`src/rtl/wb_arbiter_if.sv`:
```
// Writeback arbiter bus: two requesters, issue/hazard query and register-file write port.
// Pure signal bundle; no latency of its own.
// Requesters hold valid/rd/data until ready; the arbiter side drives ready combinationally.
interface wb_arbiter_if;
    logic        a_valid;
    logic [4:0]  a_rd;
    logic [31:0] a_data;
    logic        a_ready;
    logic        b_valid;
    logic [4:0]  b_rd;
    logic [31:0] b_data;
    logic        b_ready;
    logic        iss_valid;
    logic [4:0]  iss_rd;
    logic [4:0]  rs1;
    logic [4:0]  rs2;
    logic        rs1_busy;
    logic        rs2_busy;
    logic        rf_wr;
    logic [4:0]  rf_rd;
    logic [31:0] rf_data;
    logic        sb_err;

    // Pipeline side: requesters, issue stage and hazard query.
    modport master (
        output a_valid, a_rd, a_data, b_valid, b_rd, b_data,
        output iss_valid, iss_rd, rs1, rs2,
        input  a_ready, b_ready, rs1_busy, rs2_busy,
        input  rf_wr, rf_rd, rf_data, sb_err
    );

    // Arbiter side.
    modport slave (
        input  a_valid, a_rd, a_data, b_valid, b_rd, b_data,
        input  iss_valid, iss_rd, rs1, rs2,
        output a_ready, b_ready, rs1_busy, rs2_busy,
        output rf_wr, rf_rd, rf_data, sb_err
    );
endinterface

```
`src/rtl/wb_arbiter.sv`:
```
// Writeback arbiter: picks A or B onto one register-file write port and tracks pending writes.
// Latency: one cycle from accepted transfer to rf_wr/rf_rd/rf_data; one write per cycle.
// Backpressure: at most one ready per cycle, ready only with valid; the loser simply holds.
module wb_arbiter #(
    parameter int FAIR = 1
) (
    input  logic        clk,
    input  logic        rst_n,
    wb_arbiter_if.slave bus
);

    localparam logic TIE_A = 1'b0;
    localparam logic TIE_B = 1'b1;

    logic        r_last_tie;
    logic        r_rf_wr;
    logic [4:0]  r_rf_rd;
    logic [31:0] r_rf_data;
    logic        r_sb_err;
    logic [31:0] r_pending;

    logic        w_tie;
    logic        w_grant_a;
    logic        w_grant_b;
    logic        w_xfer;
    logic [4:0]  w_rd;
    logic [31:0] w_data;
    logic [31:0] w_set;
    logic [31:0] w_clr;
    logic [31:0] w_pend_nxt;
    logic        w_err_nxt;

    // Grant selection: single requester wins outright; ties go round-robin or to B.
    always_comb begin
        w_tie     = bus.a_valid & bus.b_valid;
        w_grant_a = 1'b0;
        w_grant_b = 1'b0;
        if (rst_n) begin
            if (w_tie) begin
                if (FAIR != 0 && r_last_tie == TIE_B) begin
                    w_grant_a = 1'b1;
                end else begin
                    w_grant_b = 1'b1;
                end
            end else begin
                w_grant_a = bus.a_valid;
                w_grant_b = bus.b_valid;
            end
        end
        w_xfer = w_grant_a | w_grant_b;
        w_rd   = w_grant_a ? bus.a_rd   : bus.b_rd;
        w_data = w_grant_a ? bus.a_data : bus.b_data;
    end

    // Scoreboard next state: new producer beats the retiring write on the same register.
    always_comb begin
        w_set = '0;
        w_clr = '0;
        if (bus.iss_valid && bus.iss_rd != 5'd0) begin
            w_set[bus.iss_rd] = 1'b1;
        end
        if (r_rf_wr && r_rf_rd != 5'd0) begin
            w_clr[r_rf_rd] = 1'b1;
        end
        w_pend_nxt = ((r_pending & ~w_clr) | w_set) & ~32'h1;
        w_err_nxt  = (|(w_set & r_pending & ~w_clr))
                   | (r_rf_wr && r_rf_rd != 5'd0 && !r_pending[r_rf_rd]);
    end

    // Remember who won the latest tie; untouched on non-tie cycles.
    always_ff @(posedge clk or negedge rst_n) begin
        if (!rst_n) begin
            r_last_tie <= TIE_A;
        end else if (w_tie) begin
            r_last_tie <= w_grant_b ? TIE_B : TIE_A;
        end
    end

    // Register-file write port; rd=0 transfers handshake but never write x0.
    always_ff @(posedge clk or negedge rst_n) begin
        if (!rst_n) begin
            r_rf_wr   <= 1'b0;
            r_rf_rd   <= 5'd0;
            r_rf_data <= 32'd0;
        end else begin
            r_rf_wr <= w_xfer && (w_rd != 5'd0);
            if (w_xfer) begin
                r_rf_rd   <= w_rd;
                r_rf_data <= w_data;
            end
        end
    end

    // Pending vector and diagnostic error pulse.
    always_ff @(posedge clk or negedge rst_n) begin
        if (!rst_n) begin
            r_pending <= 32'd0;
            r_sb_err  <= 1'b0;
        end else begin
            r_pending <= w_pend_nxt;
            r_sb_err  <= w_err_nxt;
        end
    end

    assign bus.a_ready  = w_grant_a;
    assign bus.b_ready  = w_grant_b;
    assign bus.rs1_busy = r_pending[bus.rs1];
    assign bus.rs2_busy = r_pending[bus.rs2];
    assign bus.rf_wr    = r_rf_wr;
    assign bus.rf_rd    = r_rf_rd;
    assign bus.rf_data  = r_rf_data;
    assign bus.sb_err   = r_sb_err;

endmodule

```
`src/flat_wrapper.sv`:
```
// flat-port wrapper written by rule: the top's interface ports become plain ports
module wb_arbiter_flat 
#(
    parameter int FAIR = 1
)
  (clk, rst_n, bus_a_valid, bus_a_rd, bus_a_data, bus_b_valid, bus_b_rd, bus_b_data, bus_iss_valid, bus_iss_rd, bus_rs1, bus_rs2, bus_a_ready, bus_b_ready, bus_rs1_busy, bus_rs2_busy, bus_rf_wr, bus_rf_rd, bus_rf_data, bus_sb_err);
  wb_arbiter_if bus_i ();
  input  logic clk;
  input  logic rst_n;
  input wire logic [$bits(bus_i.a_valid)-1:0] bus_a_valid;
  input wire logic [$bits(bus_i.a_rd)-1:0] bus_a_rd;
  input wire logic [$bits(bus_i.a_data)-1:0] bus_a_data;
  input wire logic [$bits(bus_i.b_valid)-1:0] bus_b_valid;
  input wire logic [$bits(bus_i.b_rd)-1:0] bus_b_rd;
  input wire logic [$bits(bus_i.b_data)-1:0] bus_b_data;
  input wire logic [$bits(bus_i.iss_valid)-1:0] bus_iss_valid;
  input wire logic [$bits(bus_i.iss_rd)-1:0] bus_iss_rd;
  input wire logic [$bits(bus_i.rs1)-1:0] bus_rs1;
  input wire logic [$bits(bus_i.rs2)-1:0] bus_rs2;
  output wire logic [$bits(bus_i.a_ready)-1:0] bus_a_ready;
  output wire logic [$bits(bus_i.b_ready)-1:0] bus_b_ready;
  output wire logic [$bits(bus_i.rs1_busy)-1:0] bus_rs1_busy;
  output wire logic [$bits(bus_i.rs2_busy)-1:0] bus_rs2_busy;
  output wire logic [$bits(bus_i.rf_wr)-1:0] bus_rf_wr;
  output wire logic [$bits(bus_i.rf_rd)-1:0] bus_rf_rd;
  output wire logic [$bits(bus_i.rf_data)-1:0] bus_rf_data;
  output wire logic [$bits(bus_i.sb_err)-1:0] bus_sb_err;
  assign bus_i.a_valid = bus_a_valid;
  assign bus_i.a_rd = bus_a_rd;
  assign bus_i.a_data = bus_a_data;
  assign bus_i.b_valid = bus_b_valid;
  assign bus_i.b_rd = bus_b_rd;
  assign bus_i.b_data = bus_b_data;
  assign bus_i.iss_valid = bus_iss_valid;
  assign bus_i.iss_rd = bus_iss_rd;
  assign bus_i.rs1 = bus_rs1;
  assign bus_i.rs2 = bus_rs2;
  assign bus_a_ready = bus_i.a_ready;
  assign bus_b_ready = bus_i.b_ready;
  assign bus_rs1_busy = bus_i.rs1_busy;
  assign bus_rs2_busy = bus_i.rs2_busy;
  assign bus_rf_wr = bus_i.rf_wr;
  assign bus_rf_rd = bus_i.rf_rd;
  assign bus_rf_data = bus_i.rf_data;
  assign bus_sb_err = bus_i.sb_err;
  wb_arbiter #(.FAIR(FAIR)) u_core (.clk(clk), .rst_n(rst_n), .bus(bus_i));
endmodule
```
`config.mk`:
```
export PLATFORM = sky130hd
export DESIGN_NAME = wb_arbiter_flat
export DESIGN_NICKNAME = d
export VERILOG_FILES = /design/src/rtl/wb_arbiter_if.sv /design/src/rtl/wb_arbiter.sv /design/src/flat_wrapper.sv
export SDC_FILE = /design/constraint.sdc
export NUM_CORES = 1
export LEC_CHECK = 0
export BUFFER_PORTS_ARGS = -buffer_cell sky130_fd_sc_hd__buf_2
export CORE_AREA = 2 2 68 135
export CTS_CLUSTER_DIAMETER = 50
export DETAILED_ROUTE_END_ITERATION = 10
export DIE_AREA = 0 0 70 137
export GPL_ROUTABILITY_DRIVEN = 0
export HOLD_SLACK_MARGIN = 0.15
export PLACE_DENSITY_LB_ADDON = 0.05
export SLEW_MARGIN = 20
export SYNTH_ARGS = -nofsm -noshare
export SYNTH_HDL_FRONTEND = slang
export SYNTH_SLANG_ARGS = --single-unit
```
`constraint.sdc`:
```
create_clock -name clk -period 2.75 [get_ports clk]
set_clock_uncertainty 0.15 [all_clocks]
set_input_delay 0.4125 -clock clk [delete_from_list [all_inputs] [get_ports clk]]
set_output_delay 0.4125 -clock clk [all_outputs]
set_load 0.01 [all_outputs]
```
=== After elaboration in Yosys (flattened, before gate mapping) ===
Cells that the tools add are included.

* Add/subtract/negate cells: 0
* $mul: 0
* Div/mod/pow operators: 0
* Order comparisons: 6
* Eq/ne operators: 0
* Shift-type cells: 0
* Muxes and demuxes: 21
* Bitwise operators: 8
* Reduce and logical (&&, ||, !) cells: 11

{| class="wikitable"
|+ Operators with widths
! cell !! number
|-
| 32-bit AND || 3
|-
| 32-bit 2-to-1 mux || 3
|-
| 32-bit NOT || 1
|-
| 32-bit bitwise OR || 1
|-
| 32-bit OR reduction || 1
|-
| 5-bit by 6-bit < comparator with 1-bit output, second input constant || 4
|-
| 1-bit binary-select mux with 5-bit select || 3
|-
| 5-bit nonzero test || 3
|-
| 1-bit 2-to-1 mux || 12
|-
| 1-bit demux with 5-bit select || 2
|-
| 5-bit by 1-bit greater-or-equal comparator with 1-bit output, second input constant || 2
|-
| 1-bit logical AND || 6
|-
| 5-bit 2-to-1 mux || 1
|-
| 1-bit bitwise OR || 2
|-
| 1-bit AND || 1
|-
| 1-bit zero test || 1
|}

* Bits in registers: 71
* Bits in latches: 0
* RAM bits: 0
* Memory bits (read-only): 0
* Input port bits: 94
* Output and inout port bits: 43
* Logic and storage cells: 52
* Memories: 0

=== Longest topological paths before layout ===
Gate-level depths: netlist of the first run.

* Depth after elaboration: 9
* Mapped depth: 8
* Mapped depth without buffers: 6

=== Worst setup path after synthesis of the first run ===
OpenSTA, ideal clock, no wires.

* Path kind: in2out
* Start: in bus_rs1[1]
* End: out bus_rs1_busy
* Arrival: 1906 ps
* Required time: 2188 ps
* Slack: 282 ps
* Cell stages on the path: 6
* Path buffers: 1
* Cell sequence: clkbuf_1 > mux2_2 > nand2_1 > o21ai_0 > mux4_2 > mux2_2

* Cells in the longest elaborated chain, start to end: 2

{| class="wikitable"
|+ Ends and longest elaborated chain
! what !! line !! text
|-
| start, declared || flat_wrapper.sv:18 || <nowiki>input wire logic [$bits(bus_i.rs1)-1:0] bus_rs1;</nowiki>
|-
| 1-bit binary-select mux with 5-bit select || wb_arbiter.sv:107 || <nowiki>assign bus.rs1_busy = r_pending[bus.rs1];</nowiki>
|-
| 1-bit 2-to-1 mux (implied by the code) || wb_arbiter.sv:107 ||
|-
| end, declared || flat_wrapper.sv:22 || <nowiki>output wire logic [$bits(bus_i.rs1_busy)-1:0] bus_rs1_busy;</nowiki>
|}

Every way passes these cells. The select of a mux whose other input is x is not followed.

=== Worst setup path after layout of the first run ===
* Start: reg u_core.r_pending[15]
* End: out bus_rs2_busy

* Cells in the longest elaborated chain, start to end: 2

{| class="wikitable"
|+ Ends and longest elaborated chain
! what !! line !! text
|-
| start, declared || wb_arbiter.sv:20 || <nowiki>logic [31:0] r_pending;</nowiki>
|-
| start signal, assigned || wb_arbiter.sv:100 || <nowiki>r_pending <= w_pend_nxt;</nowiki>
|-
| 1-bit binary-select mux with 5-bit select || wb_arbiter.sv:108 || <nowiki>assign bus.rs2_busy = r_pending[bus.rs2];</nowiki>
|-
| 1-bit 2-to-1 mux (implied by the code) || wb_arbiter.sv:108 ||
|-
| end, declared || flat_wrapper.sv:23 || <nowiki>output wire logic [$bits(bus_i.rs2_busy)-1:0] bus_rs2_busy;</nowiki>
|}

Every way passes these cells. The select of a mux whose other input is x is not followed.

==> results of run 1 <==
## timing repair
action / 4_1_cts / 5_1_grt
gates resized for setup: 2 / 8
buffers inserted: 0 / 1
hold endpoints to repair: 10 / 0
pin swaps: 0 / 0
hold buffers: 2 / 0
setup endpoints to repair: 1 / 2
## layout make-up
cell class / instances / share of cell area (%)
Multi-Input combinational cell: 330 / 43.8
Sequential cell: 71 / 32.3
Timing Repair Buffer: 160 / 15.9
Clock buffer: 12 / 4.45
Tap cell: 100 / 2.26
Clock inverter: 4 / 0.814
Inverter: 7 / 0.475
## placed cells by master, fill, tap and decap left out, types with 3 or more instances in the layout
| master | instances |
|---|---|
| a2111oi_0 | 6 |
| a21o_1 | 5 |
| a22o_1 | 4 |
| a31oi_1 | 4 |
| and4b_1 | 3 |
| and4bb_2 | 3 |
| buf_2 | 135 |
| buf_4 | 22 |
| clkbuf_16 | 9 |
| clkinv_2 | 3 |
| dfrtp_1 | 61 |
| dfrtp_2 | 10 |
| inv_1 | 7 |
| mux2_2 | 5 |
| mux2i_1 | 39 |
| mux4_2 | 25 |
| nand2_1 | 102 |
| nand2b_1 | 5 |
| nand3_1 | 5 |
| nand4_1 | 6 |
| nand4b_1 | 3 |
| nor2_1 | 8 |
| nor2b_1 | 4 |
| nor3_1 | 6 |
| nor4_1 | 3 |
| o21ai_0 | 59 |
| o31ai_1 | 5 |
## per-layer routing
layer	up-vias	global-route usage [%]	routed length, um
met1	1940	30.8	4610
met2	242	54.6	7540
met3	76	6.04	854
met5	-	0	0
met4	0	24.3	1200
li1	1906	-	-
## worst register-to-register path, stage by stage (launching register included)
cell and delay, ns:
dfrtp_1 0.55, nor4b_2 0.47, a21boi_0 0.18, a31oi_1 0.23, o311ai_0 0.19, nor4_1 0.31
nand4_1 0.23
## final timing paths
kind,depth (start not counted),startpoint,slack (ns),to
worst min-delay path,3,bus_a_data[30],0.19,u_core.bus.rf_data[30]$_DFFE_PN0P_
worst max register to register,6,u_core.bus.rf_rd[2]$_DFFE_PN0P_,0.23,u_core.bus.sb_err$_DFF_PN0_
max in group asynchronous,3,rst_n,0.99,u_core.r_pending[15]$_DFF_PN0_
worst min register to register,2,u_core.bus.rf_data[4]$_DFFE_PN0P_,0.32,u_core.bus.rf_data[4]$_DFFE_PN0P_
worst max-delay path,4,u_core.r_pending[15]$_DFF_PN0_,0.02,bus_rs2_busy
min in group asynchronous,2,rst_n,0.40,u_core.r_last_tie$_DFFE_PN0P_
## synthesized netlist by cell type (2+ instances only)
| cell type | instances | area (um2) |
|---|---|---|
| a2111oi_0 | 6 | 52.6 |
| a21oi_1 | 2 | 10.0 |
| o2111ai_1 | 2 | 17.5 |
| a22o_1 | 4 | 35.0 |
| o21ai_0 | 60 | 300 |
| nand3_1 | 5 | 25.0 |
| nor4b_2 | 2 | 30.0 |
| nor3_1 | 6 | 30.0 |
| nor2b_1 | 4 | 25.0 |
| a31oi_1 | 4 | 25.0 |
| mux4_2 | 25 | 563 |
| nand4_1 | 6 | 37.5 |
| o31ai_1 | 5 | 37.5 |
| nand4b_1 | 3 | 26.3 |
| and4b_1 | 3 | 30.0 |
| or3_1 | 2 | 12.5 |
| nor3b_1 | 2 | 15.0 |
| mux2_2 | 5 | 56.3 |
| and4bb_2 | 3 | 37.5 |
| nand2b_1 | 5 | 31.3 |
| nand4bb_1 | 2 | 22.5 |
| mux2i_1 | 39 | 390 |
| inv_1 | 7 | 26.3 |
| dfrtp_1 | 71 | 1780 |
| nand2_1 | 102 | 383 |
| nor4_1 | 3 | 18.8 |
| nor2_1 | 8 | 30.0 |
| nand3b_1 | 2 | 15.0 |
| and2_1 | 2 | 12.5 |
| clkbuf_1 | 13 | 48.8 |
| a21o_1 | 5 | 37.5 |
| buf_2 | 15 | 75.1 |
## sequential cells by signal, summed over array words and instances, names as in the netlist
signal	cells
u_core.bus.rf_data	32
u_core.r_pending	31
u_core.r_last_tie	1
u_core.bus.rf_wr	1
u_core.bus.rf_rd	5
u_core.bus.sb_err	1
## cells by family (layout without fill, tap and decap cells)
logic type	after synthesis	in the layout	synth area share, %
simple gates	163	163	18.5
xor+xnor	1	1	0.201
buf+inv	37	183	3.88
compound gates	97	97	13.5
mux	69	69	23.2
flops	71	71	40.8
## through the flow
step / hold slack [ns] / worst slack (ns) / area [um2] / total power [mW] / utilization [%]
floorplan: -0.0331 / 0.282 / 4360 / 2.21 / -
global placement: 0.121 / 0.160 / 5200 / 2.70 / 61.0
detailed placement: 0.124 / 0.0811 / 5200 / 2.75 / 61.0
CTS: 0.189 / 0.00257 / 5520 / 3.91 / 64.7
global route: 0.225 / 0.00389 / 5540 / 4.10 / 64.9
finish: 0.194 / 0.0202 / 5540 / 3.94 / 64.9
## power breakdown
part	internal [mW]	switching, mW
combinational	0.589	0.528
clock	0.722	0.419
sequential	1.30	0.380
==> flow_metrics.py, run 1 <==
metrics = {
    "cells_and_area": {
        "layout-drive-gt1-share_pct": 37.5,
        "fin_nets": 673,
        "register_area_um2": 1790,
        "n_antenna_cell": 0,
        "multi_input_area_um2": 2420,
        "layoutNonFillerInstCount": 684,
        "syn_to_final_growth_pct": 27.1,
        "fillers": 725,
    },
    "timing": {
        "period_needed_ns": 2.73,
        "finalMaxSlewViolations": 0,
        "finalHoldViolations": 0,
        "finalCritPeriodShare_pct": 99.3,
        "relSlewSlack_pct": 47.8,
        "fin_setup_tns_ns": 0,
        "rsz0062_at_grt": "no",
        "finalSetupViolCount": 0,
        "tightest_slew_ns": 0.782,
        "fmax_ghz": 0.366,
    },
    "floorplan": {
        "die_w_um": 70,
        "rows": 48,
        "core-area_um2": 8530,
        "io_pins": 137,
        "initial_core_util_pct": 51.1,
        "die-area_um2": 9590,
        "die_h_um": 137,
    },
    "critical_path": {
        "cp_slowest_cell": "mux4_2",
        "cpPeakStageDelay_ns": 0.49,
        "path_buf_inv": 1,
        "crit_top_cell": "mux4_2",
        "endpoint_kind": "output port",
        "crit_family": "multiplexers",
        "crit_path_start_kind": "flip-flop",
        "cp.required_ns": 2.19,
        "cp_max_fo": 5,
        "crit_arrival_ns": 2.17,
        "crit_type": "flip-flop to output port",
        "crit_chain": "mux4_2 > mux4_2 > mux2_2 > buf_2",
    },
    "detailed_routing": {
        "drtIter0Drc": 290,
        "viasPerCell": 6.09,
        "drt-wirelength-per-cell_um": 20.8,
        "dr.pass1.iters": 5,
        "num_vias": 4164,
        "drt-total-wl_um": 14200,
        "ant_nets": 0,
        "drc_errors": 0,
    },
    "clock_tree": {
        "clk_latency_ns": 0.33,
        "clockBufferDepth": 2,
        "cts.clk_slew.worst_paths_ns": 0.05,
        "clockRootBuffer": "clkbuf_16",
        "cts_buffers": 9,
        "cts_tree": "built",
        "clock_sinks": 71,
        "htree_levels": 3,
    },
    "hold_path": {
        "hp-class": "input pin to flip-flop",
    },
    "yosys": {
        "postSynthAreaPerCell_um2": 9.95,
        "ys_ff_latch": 71,
        "synth_edf_count": 0,
        "synthFlopType": "dfrtp_1",
        "yosysSeqAreaShare_pct": 40.8,
        "synth.distinct_cells": 47,
        "yosysWarnings": 0,
        "synth_cells": 438,
        "synth_nets": 532,
        "synth_area_um2": 4360,
        "ys_async_sr_fraction_pct": 100,
    },
    "grt": {
        "grt_pass1_vias": 4154,
        "grt_overflow": 0,
        "groute.usage.overall_pct": 30.7,
        "grt_pass1_wl_um": 21900,
        "antenna_found_initial": 0,
        "grt_max_degree": 75,
    },
    "placement": {
        "hpwlAfterDp_um": 10900,
        "place.port_buffers": 136,
        "place_inst": 665,
    },
    "power": {
        "powerDensity_nw_per_um2": 711,
        "p_leak_nw": 2.69,
        "vdd_drop_max_mv": 0.523,
    },
    "job": {
        "cap_viol_max_count": 0,
    },
    "status": {
        "status": "completed",
    },
}
Note: power is estimated with default switching activity, not from simulation.
==> run 2: changes to the inputs <==
--- a/config.mk
+++ b/config.mk
@@ -13,6 +13,7 @@
 export GPL_ROUTABILITY_DRIVEN = 0
 export HOLD_SLACK_MARGIN = 0.15
 export PLACE_DENSITY_LB_ADDON = 0.05
+export SETUP_SLACK_MARGIN = 0.2
 export SLEW_MARGIN = 20
 export SYNTH_ARGS = -nofsm -noshare
 export SYNTH_HDL_FRONTEND = slang
==> run 2 against run 1 <==
Against the previous run:
- via count increased by 0.48%
- largest cell class unchanged
- sequential power about the same
- die area unchanged
- cell count increased by 1.6%
- core utilization increased by 1.5 points
- critical path type unchanged
- design area increased by 2.3%
- power increased by 2.7%
- register-to-register slack improved by 0.05 ns
- global-route usage increased by 0.45 points
- combinational power increased by 11%
- sequential share of layout area decreased by 0.60 points
- maximum frequency increased by 0.41%
==> flow_metrics.py, run 2 (synthesis results as in run 1) <==
metrics = {
    "critical_path": {
        "crit_arrival_ns": 2.16,
        "cp.required_ns": 2.19,
        "cp_max_fo": 3,
        "crit_type": "flip-flop to output port",
        "r2r_end": "u_core.bus.sb_err$_DFF_PN0_",
        "crit_path_start_kind": "flip-flop",
        "endpoint_kind": "output port",
        "crit_start": "u_core.r_pending[7]$_DFF_PN0_",
        "rr_startpoint": "u_core.bus.rf_rd[3]$_DFFE_PN0P_",
        "r2r_setup_slack_ns": 0.28,
        "r2r_cells": 6,
    },
    "floorplan": {
        "rows": 48,
        "die_h_um": 137,
        "die-area_um2": 9590,
        "core-area_um2": 8530,
        "io_pins": 137,
        "initial_core_util_pct": 51.1,
        "die_w_um": 70,
    },
    "cells_and_area": {
        "finish.utilization_pct": 66.4,
        "layout-drive-gt1-share_pct": 39.5,
        "fillers": 712,
        "syn_to_final_growth_pct": 29.9,
        "final_common_cell": "buf_2",
        "final_cell_mix": "133 x buf_2, 102 x nand2_1, 59 x o21ai_0",
        "fin_nets": 684,
        "largest_reg_flops": 32,
        "stdcell_area_um2": 5660,
        "n_antenna_cell": 0,
    },
    "clock_tree": {
        "clockBufferDepth": 2,
        "htree_levels": 3,
        "clock_sinks": 71,
        "cts_buffers": 9,
        "cts.clk_slew.worst_paths_ns": 0.06,
        "cts_tree": "built",
        "clk_latency_ns": 0.33,
        "clockRootBuffer": "clkbuf_16",
    },
    "grt": {
        "grtUsageMet1_pct": 30.5,
        "global_route.usage.met2_pct": 55.7,
        "antenna_found_initial": 0,
        "groute.usage.overall_pct": 31.2,
        "use_met3_pct": 6.41,
        "grt_max_degree": 75,
        "grt_pass1_wl_um": 22100,
        "grt_overflow": 0,
        "grt_pass1_vias": 4206,
        "top_usage_layer": "met2",
    },
    "power": {
        "p_leak_nw": 2.76,
        "powerDensity_nw_per_um2": 714,
        "vdd_drop_max_mv": 0.525,
    },
    "detailed_routing": {
        "drc_errors": 0,
        "ant_nets": 0,
        "num_vias": 4184,
        "drtIter0Drc": 359,
        "viasPerCell": 6.02,
        "drt-wirelength-per-cell_um": 21.2,
        "dr.pass1.iters": 4,
        "drt-total-wl_um": 14700,
    },
    "placement": {
        "hpwlAfterDp_um": 10900,
        "placed_area_um2": 5200,
        "place.port_buffers": 136,
        "pre_cts_ws_ns": 0.0811,
    },
    "timing": {
        "setup_slack_ns": 0.0314,
        "period_needed_ns": 2.72,
        "finalSetupViolCount": 0,
        "tightest_slew_ns": 0.783,
        "finalMaxSlewViolations": 0,
        "rsz0062_at_grt": "yes",
        "fmax_ghz": 0.368,
        "relSlewSlack_pct": 47.8,
        "timing.hold.ws_ns": 0.200,
        "finalHoldViolations": 0,
        "fin_setup_tns_ns": 0,
        "finalCritPeriodShare_pct": 98.9,
    },
    "job": {
        "cap_viol_max_count": 0,
    },
    "hold_path": {
        "hp-start": "bus_a_data[30]",
        "min_to": "u_core.bus.rf_data[30]$_DFFE_PN0P_",
        "hold_depth": 3,
        "hp-class": "input pin to flip-flop",
    },
    "status": {
        "status": "completed",
    },
}
[run 2: routing by layer]
layer	vias to the layer above	share of wire (%)	routed length (um)
met2	222	52	7710
met5	-	0	0
met1	1957	32	4730
li1	1924	-	-
met3	81	5.9	868
met4	0	9.6	1420
[run 2: timing repair]
action / 4_1_cts / 5_1_grt
pin swaps: 0 / 1
setup buffers: 6 / 4
hold endpoints to repair: 10 / 0
endpoints found under the setup margin: 2 / 4
gates resized for setup: 15 / 7
gates cloned: 0 / 2
hold buffers: 2 / 0
[run 2: critical path: stages, from the launching register on]
cell and delay [ns]:
dfrtp_2 0.46, mux4_2 0.49, mux4_2 0.47, mux2_4 0.29
buf_6 0.12
[run 2: how the worst max path moves through the flow]
stage	slack, ns	to	cells past startpoint
floorplan	0.28	bus_rs1_busy	6
global placement	0.16	bus_rs2_busy	5
detailed placement	0.08	bus_rs2_busy	5
CTS	0.04	bus_rs2_busy	4
global route	0.02	bus_rs2_busy	4
finish	0.03	bus_rs2_busy	4
[run 2: final cells by class]
| class | count | area (um2) | share of cell area, % |
|---|---|---|---|
| clock buffer | 12 | 246 | 4.35 |
| inverter | 7 | 26.3 | 0.464 |
| multi-input combinational | 330 | 2430 | 43.0 |
| clock inverter | 4 | 45.0 | 0.796 |
| tap | 100 | 125 | 2.21 |
| sequential | 71 | 1800 | 31.7 |
| timing repair buffer | 171 | 988 | 17.5 |
[run 2: power breakdown]
part	internal, mW	total [mW]	leakage, nW	switching (mW)
logic	0.660	1.24	1.80	0.577
registers	1.30	1.66	0.814	0.361
clock network	0.722	1.14	0.146	0.419
total	2.68	4.04	2.76	1.36
[run 2: metrics by stage]
| stage | total power, mW | instances |
|---|---|---|
| global route | 4.21 | 695 |
| floorplan | 2.21 | 438 |
| finish | 4.04 | 695 |
| detailed placement | 2.75 | 665 |
| CTS | 3.99 | 689 |
| global placement | 2.70 | 665 |
==> run 3: changes to the inputs <==
--- a/config.mk
+++ b/config.mk
@@ -6,11 +6,11 @@
 export NUM_CORES = 1
 export LEC_CHECK = 0
 export BUFFER_PORTS_ARGS = -buffer_cell sky130_fd_sc_hd__buf_2
-export CORE_AREA = 2 2 68 135
+export CORE_AREA = 4 4 70 137
 export CTS_CLUSTER_DIAMETER = 50
+export CTS_CLUSTER_SIZE = 28
 export DETAILED_ROUTE_END_ITERATION = 10
-export DIE_AREA = 0 0 70 137
-export GPL_ROUTABILITY_DRIVEN = 0
+export DIE_AREA = 0 0 74 141
 export HOLD_SLACK_MARGIN = 0.15
 export PLACE_DENSITY_LB_ADDON = 0.05
 export SETUP_SLACK_MARGIN = 0.2
==> run 3 against run 2 <==
Against the previous run:
- the run now ends with setup timing left
- critical path type unchanged
- maximum frequency down 1.4%
- largest power group unchanged
- hold slack worse by 0.031 ns
- core utilization shrank 0.33 points
- cell count shrank 0.29%
==> flow_metrics.py, run 3 (synthesis results as in run 1) <==
metrics = {
    "hold_path": {
        "hp-start": "bus_a_data[30]",
        "hold_depth": 3,
        "hp-class": "input pin to flip-flop",
        "min_to": "u_core.bus.rf_data[30]$_DFFE_PN0P_",
    },
    "cells_and_area": {
        "final_common_cell": "buf_2",
        "largest_reg_flops": 32,
        "layout-drive-gt1-share_pct": 40.0,
        "n_antenna_cell": 0,
        "stdcell_area_um2": 5670,
        "final_cell_mix": "133 x buf_2, 102 x nand2_1, 58 x o21ai_0",
        "fillers": 748,
        "fin_nets": 682,
        "syn_to_final_growth_pct": 30.2,
    },
    "grt": {
        "groute.usage.overall_pct": 31.5,
        "grt_max_degree": 58,
        "grt_pass1_vias": 4358,
        "grt_pass1_wl_um": 23800,
        "grt_overflow": 0,
        "antenna_found_initial": 0,
    },
    "critical_path": {
        "endpoint_kind": "output port",
        "r2r_cells": 6,
        "cp_max_fo": 3,
        "crit_type": "flip-flop to output port",
        "r2r_end": "u_core.bus.sb_err$_DFF_PN0_",
        "crit_top_cell": "mux4_2",
        "r2r_setup_slack_ns": 0.29,
        "path_buf_inv": 1,
        "rr_startpoint": "u_core.bus.rf_rd[4]$_DFFE_PN0P_",
        "cp.required_ns": 2.19,
        "cpPeakStageDelay_ns": 0.48,
        "cp_slowest_cell": "dfrtp_2",
        "path_depth": 4,
        "crit_family": "multiplexers",
        "crit_path_start_kind": "flip-flop",
        "crit_chain": "mux4_2 > mux4_2 > mux2_4 > buf_6",
        "crit_arrival_ns": 2.19,
    },
    "timing": {
        "relSlewSlack_pct": 51.1,
        "period_needed_ns": 2.76,
        "tightest_slew_ns": 0.726,
        "rsz0062_at_grt": "yes",
        "timing.hold.ws_ns": 0.169,
        "finalMaxSlewViolations": 0,
        "finalSetupViolCount": 1,
        "finalCritPeriodShare_pct": 100,
        "fmax_ghz": 0.363,
        "finalHoldViolations": 0,
        "setup_slack_ns": -0.00622,
    },
    "power": {
        "vdd_drop_max_mv": 0.473,
        "p_leak_nw": 2.76,
        "powerDensity_nw_per_um2": 725,
        "power_mw": 4.11,
    },
    "clock_tree": {
        "cts.clk_slew.worst_paths_ns": 0.06,
        "clk_latency_ns": 0.33,
        "clock_sinks": 71,
        "htree_levels": 3,
        "cts_tree": "built",
        "cts_buffers": 9,
        "clockRootBuffer": "clkbuf_16",
        "clockBufferDepth": 2,
    },
    "placement": {
        "pre_cts_ws_ns": 0.0798,
        "hpwlAfterDp_um": 11300,
        "placed_area_um2": 5220,
        "gp_congestion": 0.983,
        "place.port_buffers": 136,
    },
    "detailed_routing": {
        "dr.pass1.iters": 4,
        "viasPerCell": 6.03,
        "drt-total-wl_um": 15100,
        "ant_nets": 0,
        "drtIter0Drc": 394,
        "num_vias": 4177,
        "drt-wirelength-per-cell_um": 21.8,
        "drc_errors": 0,
    },
    "floorplan": {
        "die-area_um2": 10400,
        "rows": 48,
        "die_w_um": 74,
        "initial_core_util_pct": 50.7,
        "die_h_um": 141,
        "io_pins": 137,
        "core-area_um2": 8590,
    },
    "job": {
        "cap_viol_max_count": 0,
    },
    "status": {
        "violations": "setup timing",
        "status": "finished with violations",
    },
}
## run 3: repair_timing
action,CTS,global route
resized for setup,20,8
gates cloned,0,1
buffers inserted,7,0
pin swaps,0,1
hold buffers,2,0
endpoints found under the setup margin,2,4
hold endpoints to repair,15,0
## run 3: worst register-to-register path, cell delays in order (launching register included)
cell       delay, ns
dfrtp_1         0.49
and4bb_2        0.45
a2111oi_0       0.14
nor4_1          0.30
o2111ai_1       0.18
nor4_2          0.38
nand4_1         0.19
## run 3: how the worst max path moves through the flow
stage | from | to | slack (ns)
floorplan | bus_rs1[1] | bus_rs1_busy | 0.28
global placement | bus_rs1[0] | bus_rs1_busy | 0.14
detailed placement | bus_rs1[0] | bus_rs1_busy | 0.08
CTS | u_core.r_pending[4]$_DFF_PN0_ | bus_rs2_busy | 0.02
global route | u_core.r_pending[12]$_DFF_PN0_ | bus_rs1_busy | -0.04
finish | u_core.r_pending[12]$_DFF_PN0_ | bus_rs2_busy | -0.006
## run 3: power breakdown
| part | switching (mW) | internal [mW] | leakage, nW |
|---|---|---|---|
| Sequential | 0.385 | 1.30 | 0.813 |
| Clock | 0.458 | 0.703 | 0.142 |
| Combinational | 0.588 | 0.672 | 1.80 |
| Total | 1.43 | 2.68 | 2.76 |
## run 3: through the flow
step | TNS [ns] | std cells | utilization, %
3_3_place_gp | 0 | 667 | 60.8
4_1_cts | 0 | 692 | 65.5
2_1_floorplan | 0 | 438 | -
3_5_place_dp | 0 | 667 | 60.8
6_report | -0.00622 | 693 | 66.0
5_1_grt | -0.0716 | 693 | 66.0
## run 3: area by class of cell
| cell class | count | area, um2 | share of cell area (%) |
|---|---|---|---|
| inverter | 7 | 26.3 | 0.463 |
| multi-input combinational | 330 | 2450 | 43.2 |
| clock buffer | 9 | 225 | 3.97 |
| timing repair buffer | 169 | 977 | 17.2 |
| tap | 100 | 125 | 2.21 |
| clock inverter | 7 | 72.6 | 1.28 |
| sequential | 71 | 1800 | 31.7 |
## run 3: per-layer routing
layer | vias to the layer above | global-route usage, % | part of all wire, % | wire length [um]
met5 | - | 0 | 0 | 0
met1 | 1947 | 32.7 | 31 | 4690
met2 | 226 | 52.0 | 51 | 7630
met3 | 80 | 10.1 | 7.7 | 1160
li1 | 1924 | - | - | -
met4 | 0 | 21.8 | 11 | 1590
